## src/rtl/adder_tree_pipe.sv

```systemverilog
// Pipelined signed adder tree: sums N_IN two's-complement channels over ceil(log2(N_IN))
// register stages, then registers the result with optional saturation and an overflow flag.
module adder_tree_pipe #(
    parameter int unsigned N_IN         = 5,
    parameter int unsigned input_width  = 37,
    parameter int unsigned output_width = 40,
    parameter int unsigned SAT          = 0
) (
    input  logic                        clk,
    input  logic                        rst,
    input  logic                        en,
    input  logic                        din_valid,
    input  logic [N_IN*input_width-1:0] din,
    output logic [output_width-1:0]     dout,
    output logic                        dout_valid,
    output logic                        ovf
);
    localparam int unsigned L  = $clog2(N_IN);
    localparam int unsigned W  = input_width + L;
    localparam int unsigned OW = output_width;

    // Number of operands present at tree level k.
    function automatic int unsigned node_cnt(input int unsigned k);
        return (N_IN + (32'd1 << k) - 32'd1) >> k;
    endfunction

    for (genvar k = 0; k <= L; k++) begin : g_lvl
        localparam int unsigned Cnt = node_cnt(k);
        logic v;

        if (k == 0) begin : g_v0
            assign v = din_valid;
        end else begin : g_vk
            always_ff @(posedge clk or negedge rst) begin
                if (!rst) begin
                    v <= 1'b0;
                end else if (en) begin
                    v <= g_lvl[k-1].v;
                end
            end
        end

        for (genvar j = 0; j < Cnt; j++) begin : g_node
            logic signed [W-1:0] q;

            if (k == 0) begin : g_in
                assign q = W'($signed(din[j*input_width +: input_width]));
            end else begin : g_reg
                localparam int unsigned Prev = node_cnt(k - 1);
                logic signed [W-1:0] d;

                if (2 * j + 1 < Prev) begin : g_pair
                    assign d = g_lvl[k-1].g_node[2*j].q + g_lvl[k-1].g_node[2*j+1].q;
                end else begin : g_pass
                    assign d = g_lvl[k-1].g_node[2*j].q;
                end

                always_ff @(posedge clk or negedge rst) begin
                    if (!rst) begin
                        q <= '0;
                    end else if (en) begin
                        q <= d;
                    end
                end
            end
        end
    end

    logic signed [W-1:0] sum;
    logic [OW-1:0]       dout_d;
    logic                ovf_d;

    assign sum = g_lvl[L].g_node[0].q;

    if (OW >= W) begin : g_wide
        assign dout_d = OW'(sum);
        assign ovf_d  = 1'b0;
    end else begin : g_narrow
        // The sum fits only if every bit from the output sign bit upward matches.
        logic [W-OW:0] top;
        assign top   = sum[W-1:OW-1];
        assign ovf_d = !((&top) || !(|top));

        if (SAT != 0) begin : g_sat
            assign dout_d = ovf_d ? {sum[W-1], {(OW - 1){!sum[W-1]}}} : sum[OW-1:0];
        end else begin : g_wrap
            assign dout_d = sum[OW-1:0];
        end
    end

    always_ff @(posedge clk or negedge rst) begin
        if (!rst) begin
            dout       <= '0;
            dout_valid <= 1'b0;
            ovf        <= 1'b0;
        end else if (en) begin
            dout       <= dout_d;
            dout_valid <= g_lvl[L].v;
            ovf        <= g_lvl[L].v & ovf_d;
        end
    end

endmodule
```

## config.mk

```make
export PLATFORM = sky130hd
export DESIGN_NAME = adder_tree_pipe
export DESIGN_NICKNAME = d
export VERILOG_FILES = /design/src/rtl/adder_tree_pipe.sv
export SDC_FILE = /design/constraint.sdc
export NUM_CORES = 1
export LEC_CHECK = 0
export CAP_MARGIN = 30
export CORE_UTILIZATION = 51
export DETAILED_ROUTE_END_ITERATION = 16
export PLACE_DENSITY = 0.89
export SLEW_MARGIN = 15
export SYNTH_ARGS = -nofsm -noshare
export SYNTH_HDL_FRONTEND = slang
export SYNTH_SLANG_ARGS = --single-unit
```

## constraint.sdc

```tcl
create_clock -name clk -period 2.92 [get_ports clk]
set_clock_uncertainty 0.05 [all_clocks]
set_input_delay 0.292 -clock clk [delete_from_list [all_inputs] [get_ports clk]]
set_output_delay 0.292 -clock clk [all_outputs]
set_load 0.01 [all_outputs]
```

==> run summary <==
Max-cap violations - 0
Setup TNS - -4.91 ns
DRT Pass-1 Iters - 5
achievable clock frequency - 302 MHz
CTS root buffer - clkbuf_16
Die W - 189 um
crit path cell chain - ha_2 > buf_4 > buf_6 > a21o_1 > a21o_1 > a211oi_2 > a31oi_2 > a221o_1 > a31oi_4 > buf_6 > o311ai_4 > and4_1 > a211o_1
fraction of layout cells with a size suffix above 1 - 0.280
max-slew violations - 0
fill cell count - 2292
CTS sink count - 274
initial antenna violation count - 0
Syn Nets - 2052
failing checks - setup timing
Net Switching - 0.00786 W
Layout Cells excl Fill - 2617
worst path arrival time - 3.69 ns
Netlist cell types - 80
worst-path maximum fanout - 3
Worst Path Buf+Inv - 3
Setup WS pre-CTS - -0.828 ns
Slew headroom - 0.577
sequential share of the synthesized area - 0.387
Setup crit end kind - flop
core area - 33900 um2
# IOs - 231
GPL Wtd Cong - 0.881
antenna cells - 0
area occupied by multi-input gates - 11100 um2
area grow syn2layout - 34.9%
largest net degree at the start of global routing - 105
final hold violations - 0
Yosys reg bits - 274
Post-Place Cells - 2530
Total Nets Final - 2490
Combinational Power Share - 0.533
H-Tree Depth - 1
DRC violations left - 0
CTS Buffer Depth - 3
CTS tree - yes
post-route clock period utilization - 1.13
gr usage total - 0.260
WP data required - 3.30 ns
Top Family by Delay on Critical Path - compound AO/OA/AOI/OAI gates
measured slew at the worst slew-check pin - 0.635 ns
endpoints failing setup - 21
Yosys warning count - 0
Rows - 67
Vias - 15500
Synth Flop Type - dfrtp_1
post-synthesis async set-or-reset flop share - 1.00
clock network fraction of total power - 0.185
Routed Wire Length - 48.8 mm
number of global-route vias before repair - 15400
number of port buffers - 229
Final HPWL DP - 34.4 mm
Final Cell Area - 23900 um2
status - finished, violations left
PD cells - 888 nW/um2
switching part of the total - 0.370
DR WL/cell - 18.6 um
DRT iter0 DRCs - 992
cell-internal power - 0.0134 W
Crit-path slowest cell - a221o_1
Clock transition at path regs - 0.06 ns
dpl cell area - 22000 um2
total power - 0.0212 W
final antenna-violating net count - 0
GRT overflow - 0
number of synthesized flops with an enable pin - 0
Peak VDD IR - 613 uV
CP Class - flop to flop
Worst path max stage delay - 0.42 ns
die outline height - 189 um
CP startpoint kind - flop
syn avg cell area - 10.4 um2
global-route wire length before repair - 76.4 mm
Final WS setup - -0.388 ns
RSZ-0062 raised after global routing - yes
Hold WC Path Type - input pin to flop
leakage power - 10.7 nW
Die Area - 35500 um2
minimum clock period - 3.31 ns
Vias/cell - 5.91
Initial Utilization - 0.524
sequential share of power - 0.282
Clock Latency Late Sink - 0.55 ns
Post-Synthesis Cells - 1708
mapped cell area - 17700 um2
Reg area - 6860 um2
CTS Buf Count - 29
==> Yosys cell counts (5+ instances only) <==
| cell type | instances | area [um2] |
|---|---|---|
| nand2b_1 | 11 | 68.8 |
| a211o_1 | 7 | 61.3 |
| and3_1 | 19 | 119 |
| o31ai_1 | 16 | 120 |
| o21ai_0 | 71 | 355 |
| nor2_1 | 80 | 300 |
| a211oi_1 | 21 | 158 |
| a221o_1 | 5 | 50.1 |
| nand3_1 | 24 | 120 |
| and2_1 | 10 | 62.6 |
| o2111ai_1 | 7 | 61.3 |
| o21a_1 | 20 | 150 |
| o221ai_1 | 5 | 43.8 |
| nor2b_1 | 13 | 81.3 |
| nand2_1 | 105 | 394 |
| nand4b_1 | 6 | 52.6 |
| o21bai_1 | 20 | 150 |
| ha_1 | 151 | 1890 |
| nand4_1 | 19 | 119 |
| or3_1 | 12 | 75.1 |
| a21o_1 | 81 | 608 |
| nor4_1 | 7 | 43.8 |
| mux2_2 | 222 | 2500 |
| clkbuf_1 | 48 | 180 |
| dfrtp_1 | 274 | 6860 |
| o21ai_1 | 6 | 30.0 |
| nor3_1 | 15 | 75.1 |
| xnor2_1 | 77 | 674 |
| a31oi_1 | 19 | 119 |
| a21oi_1 | 133 | 666 |
| inv_1 | 54 | 203 |
| a311oi_1 | 7 | 61.3 |
| xor2_1 | 34 | 298 |
| and4_1 | 8 | 70.1 |
| a221oi_1 | 7 | 61.3 |
| nand3b_1 | 5 | 37.5 |
| o211ai_1 | 13 | 97.6 |
==> per-stage QoR <==
stage,utilization,hold WS (ns)
finish,0.707,0.120
global route,0.707,0.106
CTS,0.690,0.177
detailed placement,0.648,0.281
global placement,0.648,0.277
floorplan,-,-0.0536
==> cell families (layout without fill, tap and decap cells) <==
kind of cell | Yosys count | after routing | synth area share
AO/OA/AOI/OAI | 484 | 484 | 0.184
AND/OR/NAND/NOR | 351 | 351 | 0.0990
flip-flops | 274 | 274 | 0.387
multiplexers | 223 | 223 | 0.141
adder cells (fa/ha/maj) | 155 | 155 | 0.111
XOR/XNOR | 111 | 111 | 0.0548
buffers and inverters | 109 | 570 | 0.0234
other | 1 | 1 | 0.000211
==> layer usage <==
layer,vias to the layer above,share of wire,global-route usage
met5,-,0,0
met4,0,0.030,0.0772
met3,127,0.045,0.0210
met2,562,0.48,0.447
met1,7518,0.44,0.351
li1,7252,-,-
==> flip-flops by register name, summed over array words and instances, names as in the netlist <==
| register | cells |
|---|---|
| dout_valid | 1 |
| dout_d | 40 |
| dout | 40 |
| g_lvl.g_node.q | 190 |
| g_lvl.v | 3 |
==> layout by cell type (no fill, tap or decap), types with 12 or more instances in the layout <==
master / synthesis / layout
o211ai_1: 13 / 13
a211oi_1: 21 / 14
a21oi_1: 133 / 122
xnor2_1: 77 / 73
nor2_1: 80 / 79
inv_1: 54 / 51
o21a_1: 20 / 20
ha_1: 151 / 140
and3_1: 19 / 19
dfrtp_1: 274 / 273
mux2_2: 222 / 205
a21o_1: 81 / 80
o21ai_0: 71 / 60
clkbuf_16: 0 / 29
a31oi_1: 19 / 16
nand2_1: 105 / 105
nand4_1: 19 / 19
nand3_1: 24 / 23
mux2_4: 0 / 17
nor3_1: 15 / 12
clkdlybuf4s50_1: 0 / 224
xor2_1: 34 / 34
o21bai_1: 20 / 19
buf_4: 1 / 219
nor2b_1: 13 / 12
==> final cells by class <==
cell class                 instances  area share
clock buffer                      43      0.0346
clock inverter                    11     0.00810
multi-input combinational       1325       0.465
inverter                          54     0.00847
tap                              448      0.0234
sequential                       274       0.287
timing repair buffer             462       0.174
==> final timing paths <==
kind | slack, ns | cells past startpoint | to | start
max | -0.39 | 13 | dout_d[39] | g_lvl[2].g_node[0].q[0]
max reg2reg | -0.39 | 13 | dout_d[39] | g_lvl[2].g_node[0].q[0]
min reg2reg | 0.44 | 2 | g_lvl[1].g_node[1].q[38] | g_lvl[1].g_node[1].q[38]
min in group asynchronous | 0.28 | 2 | g_lvl[2].g_node[1].q[3] | rst
max in group asynchronous | 1.69 | 3 | dout[33] | rst
min | 0.12 | 3 | g_lvl[1].g_node[0].q[0] | din[0]
==> worst min-delay path, delay by kind of cell <==
kind / cells / cell delay [ns]
adder cells (fa/ha/maj): 1 / 0.16
multiplexers: 1 / 0.14
buffers and inverters: 1 / 0.09
==> power by group through the flow <==
stage | clock network [W] | registers [W] | logic [W]
2_1_floorplan | 0 | 0.00575 | 0.00623
3_3_place_gp | 0 | 0.00591 | 0.00933
3_5_place_dp | 0 | 0.00598 | 0.00972
4_1_cts | 0.00397 | 0.00595 | 0.0103
5_1_grt | 0.00415 | 0.00613 | 0.0122
6_report | 0.00394 | 0.00599 | 0.0113
==> repair_timing <==
action,4_1_cts,5_1_grt
endpoints found under the setup margin,43,58
buffers inserted,12,24
pin swaps,37,53
endpoints found under the hold margin,80,0
cloned,0,0
hold buffers,1,0
gates resized for setup,47,93
Note: power is estimated with default switching activity, not from simulation.
